$ cat config.mk
export PLATFORM = sky130hd
export DESIGN_NAME = key_press_classifier_flat
export DESIGN_NICKNAME = d
export VERILOG_FILES = /design/src/rtl/key_press_classifier_pkg.sv /design/src/rtl/key_press_classifier_if.sv /design/src/rtl/key_hold_timer.sv /design/src/rtl/key_press_classifier.sv /design/src/flat_wrapper.sv
export SDC_FILE = /design/constraint.sdc
export NUM_CORES = 1
export LEC_CHECK = 0
export ABC_AREA = 1
export ABC_CLOCK_PERIOD_IN_PS = 2800
export CORE_MARGIN = 2
export CORE_UTILIZATION = 53
export CTS_CLUSTER_SIZE = 8
export DETAILED_ROUTE_END_ITERATION = 10
export GPL_TIMING_DRIVEN = 0
export PLACE_DENSITY = 0.73
export SYNTH_ARGS = -nofsm -noshare
export SYNTH_HDL_FRONTEND = slang
export SYNTH_SLANG_ARGS = --single-unit
$ cat constraint.sdc
create_clock -name clk -period 2.8 [get_ports clk]
set_input_delay 0.56 -clock clk [delete_from_list [all_inputs] [get_ports clk]]
set_output_delay 0.56 -clock clk [all_outputs]
set_load 0.02 [all_outputs]
$ cat src/rtl/key_press_classifier_pkg.sv
// key_press_classifier_pkg: state encoding and event codes shared by key-handling blocks.
package key_press_classifier_pkg;
    localparam int STATE_W = 3;
    localparam int EVENT_W = 8;
    typedef enum logic [STATE_W-1:0] {
        IDLE      = 3'd0,
        PRESS     = 3'd1,
        LONG_HELD = 3'd2,
        WAIT_2ND  = 3'd3,
        PRESS_2   = 3'd4
    } state_t;
    localparam logic [1:0] EV_NONE   = 2'd0;
    localparam logic [1:0] EV_SHORT  = 2'd1;
    localparam logic [1:0] EV_LONG   = 2'd2;
    localparam logic [1:0] EV_DOUBLE = 2'd3;
endpackage

$ cat src/rtl/key_press_classifier_if.sv
// key_press_classifier_if: key level in, classified event strobes and event count out.
interface key_press_classifier_if;
    import key_press_classifier_pkg::*;
    logic               key_in;
    logic               short_press;
    logic               long_press;
    logic               double_click;
    logic               key_held;
    logic [EVENT_W-1:0] event_cnt;
    modport master (output key_in, input short_press, long_press, double_click, key_held, event_cnt);
    modport slave  (input key_in, output short_press, long_press, double_click, key_held, event_cnt);
endinterface

$ cat src/rtl/key_hold_timer.sv
// key_hold_timer: hold/gap counter with clear-to-1, enable and saturation; flags the long and gap limits.
// The gap flag exists only when KEY_DOUBLE_CLICK_EN is defined.
module key_hold_timer #(
    parameter int LONG_CYC    = 1000,
    parameter int DBL_GAP_CYC = 200,
    parameter int CNT_W       = 16
) (
    input  logic clk,
    input  logic rst,
    input  logic clr,
    input  logic en,
    output logic hit_long
`ifdef KEY_DOUBLE_CLICK_EN
    ,
    output logic hit_gap
`endif
);
    localparam logic [CNT_W-1:0] SAT = CNT_W'(LONG_CYC > DBL_GAP_CYC ? LONG_CYC : DBL_GAP_CYC);
    logic [CNT_W-1:0] cnt;
    always_ff @(posedge clk or posedge rst) begin
        if (rst) cnt <= '0;
        else if (clr) cnt <= CNT_W'(1);
        else if (en && cnt != SAT) cnt <= cnt + CNT_W'(1);
    end
    assign hit_long = cnt == CNT_W'(LONG_CYC - 1);
`ifdef KEY_DOUBLE_CLICK_EN
    assign hit_gap = cnt == CNT_W'(DBL_GAP_CYC);
`endif
endmodule

$ cat src/rtl/key_press_classifier.sv
// key_press_classifier: turns a debounced key level into short/long/double-click strobes plus an event count.
// Double-click detection (gap window, second press) is built only with KEY_DOUBLE_CLICK_EN defined.
module key_press_classifier
    import key_press_classifier_pkg::*;
#(
    parameter logic ACTIVE_LVL  = 1'b0,
    parameter int   LONG_CYC    = 1000,
    parameter int   DBL_GAP_CYC = 200,
    parameter int   CNT_W       = 16
) (
    input logic clk,
    input logic rst,
    key_press_classifier_if.slave kp
);
    state_t state, nxt;
    logic act, clr, en, hit_long, sp, lp, dc;
`ifdef KEY_DOUBLE_CLICK_EN
    logic hit_gap;
`endif
    assign act = kp.key_in == ACTIVE_LVL;
    key_hold_timer #(.LONG_CYC(LONG_CYC), .DBL_GAP_CYC(DBL_GAP_CYC), .CNT_W(CNT_W)) u_timer (
        .clk(clk),
        .rst(rst),
        .clr(clr),
        .en(en),
        .hit_long(hit_long)
`ifdef KEY_DOUBLE_CLICK_EN
        ,
        .hit_gap(hit_gap)
`endif
    );
    // Release outranks the long limit; a re-press outranks gap expiry.
    always_comb begin
        nxt = state;
        clr = 1'b0;
        en  = 1'b0;
        sp  = 1'b0;
        lp  = 1'b0;
        dc  = 1'b0;
        case (state)
            IDLE: if (act) begin
                nxt = PRESS;
                clr = 1'b1;
            end
            PRESS: if (!act) begin
`ifdef KEY_DOUBLE_CLICK_EN
                nxt = WAIT_2ND;
                clr = 1'b1;
`else
                nxt = IDLE;
                sp  = 1'b1;
`endif
            end else if (hit_long) begin
                nxt = LONG_HELD;
                lp  = 1'b1;
            end else en = 1'b1;
            LONG_HELD: if (!act) nxt = IDLE;
`ifdef KEY_DOUBLE_CLICK_EN
            WAIT_2ND: if (act) nxt = PRESS_2;
            else if (hit_gap) begin
                nxt = IDLE;
                sp  = 1'b1;
            end else en = 1'b1;
            PRESS_2: if (!act) begin
                nxt = IDLE;
                dc  = 1'b1;
            end
`endif
            default: nxt = IDLE;
        endcase
    end
    always_ff @(posedge clk or posedge rst) begin
        if (rst) begin
            state           <= IDLE;
            kp.short_press  <= 1'b0;
            kp.long_press   <= 1'b0;
            kp.double_click <= 1'b0;
            kp.key_held     <= 1'b0;
            kp.event_cnt    <= '0;
        end else begin
            state           <= nxt;
            kp.short_press  <= sp;
            kp.long_press   <= lp;
            kp.double_click <= dc;
            kp.key_held     <= act;
            kp.event_cnt    <= kp.event_cnt + EVENT_W'(sp | lp | dc);
        end
    end
endmodule

$ cat src/flat_wrapper.sv
// flat-port wrapper written by rule: the top's interface ports become plain ports
module key_press_classifier_flat import key_press_classifier_pkg::*;
#(
    parameter logic ACTIVE_LVL  = 1'b0,
    parameter int   LONG_CYC    = 1000,
    parameter int   DBL_GAP_CYC = 200,
    parameter int   CNT_W       = 16
)
  (clk, rst, kp_key_in, kp_short_press, kp_long_press, kp_double_click, kp_key_held, kp_event_cnt);
  key_press_classifier_if kp_i ();
  input logic clk;
  input logic rst;
  input wire logic [$bits(kp_i.key_in)-1:0] kp_key_in;
  output wire logic [$bits(kp_i.short_press)-1:0] kp_short_press;
  output wire logic [$bits(kp_i.long_press)-1:0] kp_long_press;
  output wire logic [$bits(kp_i.double_click)-1:0] kp_double_click;
  output wire logic [$bits(kp_i.key_held)-1:0] kp_key_held;
  output wire logic [$bits(kp_i.event_cnt)-1:0] kp_event_cnt;
  assign kp_i.key_in = kp_key_in;
  assign kp_short_press = kp_i.short_press;
  assign kp_long_press = kp_i.long_press;
  assign kp_double_click = kp_i.double_click;
  assign kp_key_held = kp_i.key_held;
  assign kp_event_cnt = kp_i.event_cnt;
  key_press_classifier #(.ACTIVE_LVL(ACTIVE_LVL), .LONG_CYC(LONG_CYC), .DBL_GAP_CYC(DBL_GAP_CYC), .CNT_W(CNT_W)) u_core (.clk(clk), .rst(rst), .kp(kp_i));
endmodule
==> flow_metrics.tcl, run 1 <==
set metrics [dict create \
    synth_top_area_cell "dfrtp_1" \
    clkSinkCount 29 \
    slew_headroom 0.275 \
    power.density_nw_per_um2 605 \
    overflow 0 \
    hold_viol 0 \
    avgSynthCellArea_um2 7.42 \
    postCtsSetupBuffers 0 \
    cts_buffer_depth 2 \
    place.gp.congestion 0.878 \
    grt.total_usage 0.222 \
    die-area_um2 3660 \
    cp_max_fo 5 \
    synth_top_area_share 0.429 \
    drive_above_1_share 0.0803 \
    final.period_utilization 0.853 \
    clk_pin_slew_worst_paths_ns 0.09 \
    crit_type "flip-flop to flip-flop" \
    numCtsBuffers 5 \
    max_freq_mhz 419 \
    placed_area_um2 1880 \
    synth-seq-area-share 0.429 \
    critPathRequiredTime_ns 3.04 \
    hpwl_um 2530 \
    grt_max_degree 30 \
    drt-total-wl_um 3510 \
    critical_path.top_delay_family "simple AND/OR/NAND/NOR gates" \
    maxCapViolCount 0 \
    layout_commonest_cell "nand2_1" \
    hold_buffers 0 \
    hp-class "flip-flop to flip-flop" \
    crit_buf_inv 1 \
    grt_pass1_wl_um 5960 \
    postRouteAntennaNets 0 \
    hold_ws_ns 0.476 \
    final_cell_mix "66 x nand2_1, 36 x nor2_1, 29 x nand3_1, 29 x dfrtp_1, 18 x inv_1" \
    drtIter0Drc 48 \
    yosysUniqueCellTypes 25 \
    slowest_stage "dfrtp_1" \
    design_area_um2 1930 \
    drc 0 \
    cts_tree "yes" \
    seq_area_um2 726 \
    cts_root_buffer "clkbuf_4" \
    syn_inst 228 \
    cp.arrival_ns 2.62 \
    clk_latency_ns 0.34 \
    htreeDepth 2 \
    worstMarginPinSlew_ns 1.09 \
    outcome "finished clean" \
    setup_viol 0 \
    rows 20 \
    fp.dieW_um 60.5 \
    portBuffers 13 \
    multi_input_area_um2 861 \
    leakage_uw 0.000958 \
    drv_slew 0 \
    die_h_um 60.5 \
    yosys-top-cells-area "dfrtp_1 43%, nand2_1 15%, nand3_1 8.6%, nor2_1 8.0%, xor2_1 5.2%" \
    syn_to_final_growth_pct 14.0 \
    wl_per_cell_um 12.0 \
    ys_seq_elements 29 \
    period_minus_slack_ns 2.39 \
    syn_area_um2 1690 \
    antenna_cells 0 \
    grt_pass1_vias 1356 \
    start_kind "flip-flop" \
    viasPerCell 5.06 \
    ys_warn_count 0 \
    io_pins 15 \
    fill_cells 290 \
    clock_skew_ns 0.00606 \
    antenna_found_initial 0 \
    peakVddDrop_v 0.000273 \
    coreArea_um2 3050 \
    rsz0062_at_grt "no" \
    cts_resized 0 \
    dr.pass1.iters 4 \
    crit_chain "ha_1 > nand2_1 > clkinv_1 > nand2_2 > nor2_2 > nand2_2 > a21oi_1 > ha_1 > nand3_1 > nor3b_1 > nand2_1 > xnor2_1" \
    vias 1484 \
    start_util 0.555 \
    fin_nets 255 \
    synth_fp_nets 235 \
    setup-tns-final_ns 0 \
    cp-end-kind "flip-flop" \
    slowest_delay_ns 0.42 \
    rrSetupSlack_ns 0.41 \
]
## power by group
group	switching (uW)	leakage, uW	total, uW	internal (uW)
clock network	151	0.0000320	246	95.3
logic	210	0.000545	365	155
registers	68.3	0.000382	557	489
## Yosys cell counts
cell and number:
nor3b_1 1, o21bai_1 1, dfrtp_1 29, xnor2_1 2, nand4_1 6, nand3b_1 1
buf_2 1, xor2_1 10, a21oi_1 2, inv_1 18, buf_4 1, clkbuf_1 2
buf_6 1, ha_1 4, conb_1 1, nand3_1 29, o31ai_1 1, nand2_1 66
nor3_1 3, nand2_2 4, a21o_1 1, nor2_2 5, clkinv_1 2, nor2_1 36
nand3_4 1
## sequential cells by signal, indices dropped and copies added, names as in the netlist
register               flops
u_core.u_timer.cnt        16
u_core.kp.short_press      1
u_core.kp.long_press       1
u_core.state               2
u_core.kp.key_held         1
u_core.kp.event_cnt        8
## final timing paths
kind	start	endpoint	cells past startpoint
min in group asynchronous	rst	u_core.kp.event_cnt[2]	2
setup reg to reg	u_core.u_timer.cnt[1]	u_core.kp.event_cnt[7]	12
setup / recovery	u_core.u_timer.cnt[1]	u_core.kp.event_cnt[7]	12
hold / removal	u_core.kp.event_cnt[7]	u_core.kp.event_cnt[7]	1
max in group asynchronous	rst	u_core.u_timer.cnt[11]	2
hold reg to reg	u_core.kp.event_cnt[7]	u_core.kp.event_cnt[7]	1
## per-stage QoR
stage	setup slack [ns]	std cells	utilization	power, uW
after floorplan	0.709	228	-	784
after global placement	0.388	285	0.615	922
after detailed placement	0.310	285	0.615	934
after CTS	0.365	293	0.632	1180
after global routing	0.117	293	0.632	1250
final	0.412	293	0.632	1170
## kinds of logic after synthesis
logic type                 count (synthesis)  share of synthesized area
buffers and inverters                     25                     0.0628
adders and majority gates                  4                     0.0296
and+or+nand+nor                          152                      0.395
AOI/OAI and AO/OA                          5                     0.0192
xor gates and xnor gates                  12                     0.0621
other                                      1                    0.00222
DFF                                       29                      0.429
## area by class of cell
cell class / instances / area share
sequential: 29 / 0.376
clock inverter: 2 / 0.00519
timing repair buffer: 13 / 0.0674
tap: 44 / 0.0285
multi-input combinational: 174 / 0.446
clock buffer: 6 / 0.0214
inverter: 20 / 0.0389
buffer: 5 / 0.0162
## per-layer routing
| layer | track usage | part of all wire | vias to the layer above |
|---|---|---|---|
| met5 | 0 | 0 | - |
| met1 | 0.271 | 0.45 | 689 |
| li1 | - | - | 757 |
| met4 | 0.0932 | 0.025 | 0 |
| met2 | 0.371 | 0.48 | 29 |
| met3 | 0.0597 | 0.040 | 9 |
No activity file was read; power rests on OpenSTA's default activity.
==> run 2: changes to the inputs <==
ABC_CLOCK_PERIOD_IN_PS = 2200   (was 2800)
CORE_UTILIZATION = 46   (was 53)
PLACE_DENSITY = 0.65   (was 0.73)
clock period = 2.2 ns   (was 2.8 ns; I/O delays follow)
==> flow_metrics.tcl, run 2 (synthesized netlist as in run 1, its figures left out) <==
set metrics [dict create \
    drive_above_1_share 0.127 \
    critPathRequiredTime_ns 2.37 \
    slew_headroom 0.296 \
    vias 1485 \
    dp_cells 289 \
    drt-total-wl_um 3590 \
    overflow 0 \
    portBuffers 13 \
    grt_pass1_vias 1420 \
    largestRegisters "u_core.u_timer.cnt x16, u_core.kp.event_cnt x8, u_core.state x2" \
    drc 0 \
    postRouteAntennaNets 0 \
    fp.dieW_um 64.7 \
    clk_latency_ns 0.28 \
    clk_pin_slew_worst_paths_ns 0.06 \
    antenna_cells 0 \
    whs_endpoint "u_core.kp.event_cnt[7]" \
    clock_skew_ns 0.00537 \
    crit_type "flip-flop to flip-flop" \
    peakVddDrop_v 0.000397 \
    final.period_utilization 0.919 \
    wl_per_cell_um 12.0 \
    setup-tns-final_ns 0 \
    setup_viol 0 \
    syn_to_final_growth_pct 20.3 \
    cts_buffer_depth 2 \
    final_cell_mix "66 x nand2_1, 36 x nor2_1, 28 x nand3_1, 27 x dfrtp_1, 18 x inv_1" \
    period_minus_slack_ns 2.02 \
    drv_slew 0 \
    io_pins 15 \
    utilization 0.565 \
    maxCapViolCount 0 \
    hp-class "flip-flop to flip-flop" \
    finalWorstSetupSlack_ns 0.179 \
    start_kind "flip-flop" \
    hpwl_um 2630 \
    layout_commonest_cell "nand2_1" \
    hold_buffers 0 \
    clkSinkCount 29 \
    die-area_um2 4180 \
    dr.pass1.iters 4 \
    grt.total_usage 0.200 \
    place.gp.congestion 0.843 \
    leakage_uw 0.00100 \
    die_h_um 64.7 \
    outcome "finished clean" \
    cts_tree "yes" \
    r2r-end "u_core.kp.event_cnt[7]" \
    grt_max_degree 30 \
    drtIter0Drc 83 \
    rrSetupSlack_ns 0.18 \
    max_freq_mhz 495 \
    largest_register "u_core.u_timer.cnt" \
    final_cell_count_no_fill 300 \
    hold_viol 0 \
    start_util 0.469 \
    r2r_start "u_core.u_timer.cnt[1]" \
    cp.arrival_ns 2.19 \
    hold_start "u_core.kp.event_cnt[7]" \
    fin_nets 258 \
    cts_root_buffer "clkbuf_8" \
    power.density_nw_per_um2 815 \
    htreeDepth 2 \
    reg2reg_depth 12 \
    grt_pass1_wl_um 6420 \
    holdPathStages 1 \
    antenna_found_initial 0 \
    coreArea_um2 3610 \
    pre_cts_ws_ns -0.105 \
    viasPerCell 4.95 \
    worstMarginPinSlew_ns 1.05 \
    largest_register_ffs 16 \
    cp-end-kind "flip-flop" \
    rows 22 \
    cp_max_fo 4 \
    numCtsBuffers 5 \
]
run 2: critical path, stage by stage, from the launching register on:
cell	delay, ns
dfrtp_2	0.41
ha_4	0.16
nand2_1	0.09
inv_2	0.09
nand2_2	0.05
nor2_2	0.11
nand2_2	0.07
a21oi_2	0.17
ha_2	0.23
nand3_4	0.10
nor3b_4	0.21
nand2_1	0.10
xnor2_1	0.13
run 2: how the worst max path moves through the flow:
stage                               start                endpoint  slack (ns)  depth (start not counted)
finish              u_core.u_timer.cnt[1]  u_core.kp.event_cnt[7]        0.18                         12
global route        u_core.u_timer.cnt[0]  u_core.kp.event_cnt[7]       -0.02                         12
CTS                 u_core.u_timer.cnt[1]  u_core.kp.event_cnt[7]        0.01                         12
detailed placement  u_core.u_timer.cnt[1]  u_core.kp.event_cnt[7]       -0.10                         12
global placement    u_core.u_timer.cnt[1]  u_core.kp.event_cnt[7]       -0.11                         12
floorplan           u_core.u_timer.cnt[1]  u_core.kp.event_cnt[7]        0.11                         12
run 2: routing by layer:
metal	vias up	GRT usage	share of wire
li1	769	-	-
met5	-	0	0
met4	0	0.0691	0.018
met2	32	0.301	0.44
met3	8	0.0556	0.049
met1	676	0.278	0.50
run 2: through the flow:
step	hold slack, ns	total power (uW)	area [um2]
finish	0.475	1660	2040
detailed placement	0.464	1190	1880
floorplan	0.452	998	1690
global placement	0.462	1180	1880
global route	0.501	1770	2040
CTS	0.477	1630	1980
run 2: where the power goes:
| group | switching (uW) | leakage, uW | total [uW] | internal, uW |
|---|---|---|---|---|
| Sequential | 103 | 0.000380 | 728 | 625 |
| Clock | 208 | 0.0000439 | 425 | 218 |
| Combinational | 285 | 0.000577 | 506 | 221 |
run 2: repair_timing:
action	4_1_cts	5_1_grt
resized for setup	3	8
pin swaps	1	4
buffers inserted	0	3
setup endpoints to repair	2	3
run 2: final cells by class:
cell class,count,area [um2]
plain buffers,5,31.3
clock buffers,5,68.8
clock inverters,3,17.5
fillers,329,1570
inverters,20,75.1
multi-input cells,174,903
flip-flops and latches,29,728
well taps,48,60.1
repair buffers,16,153
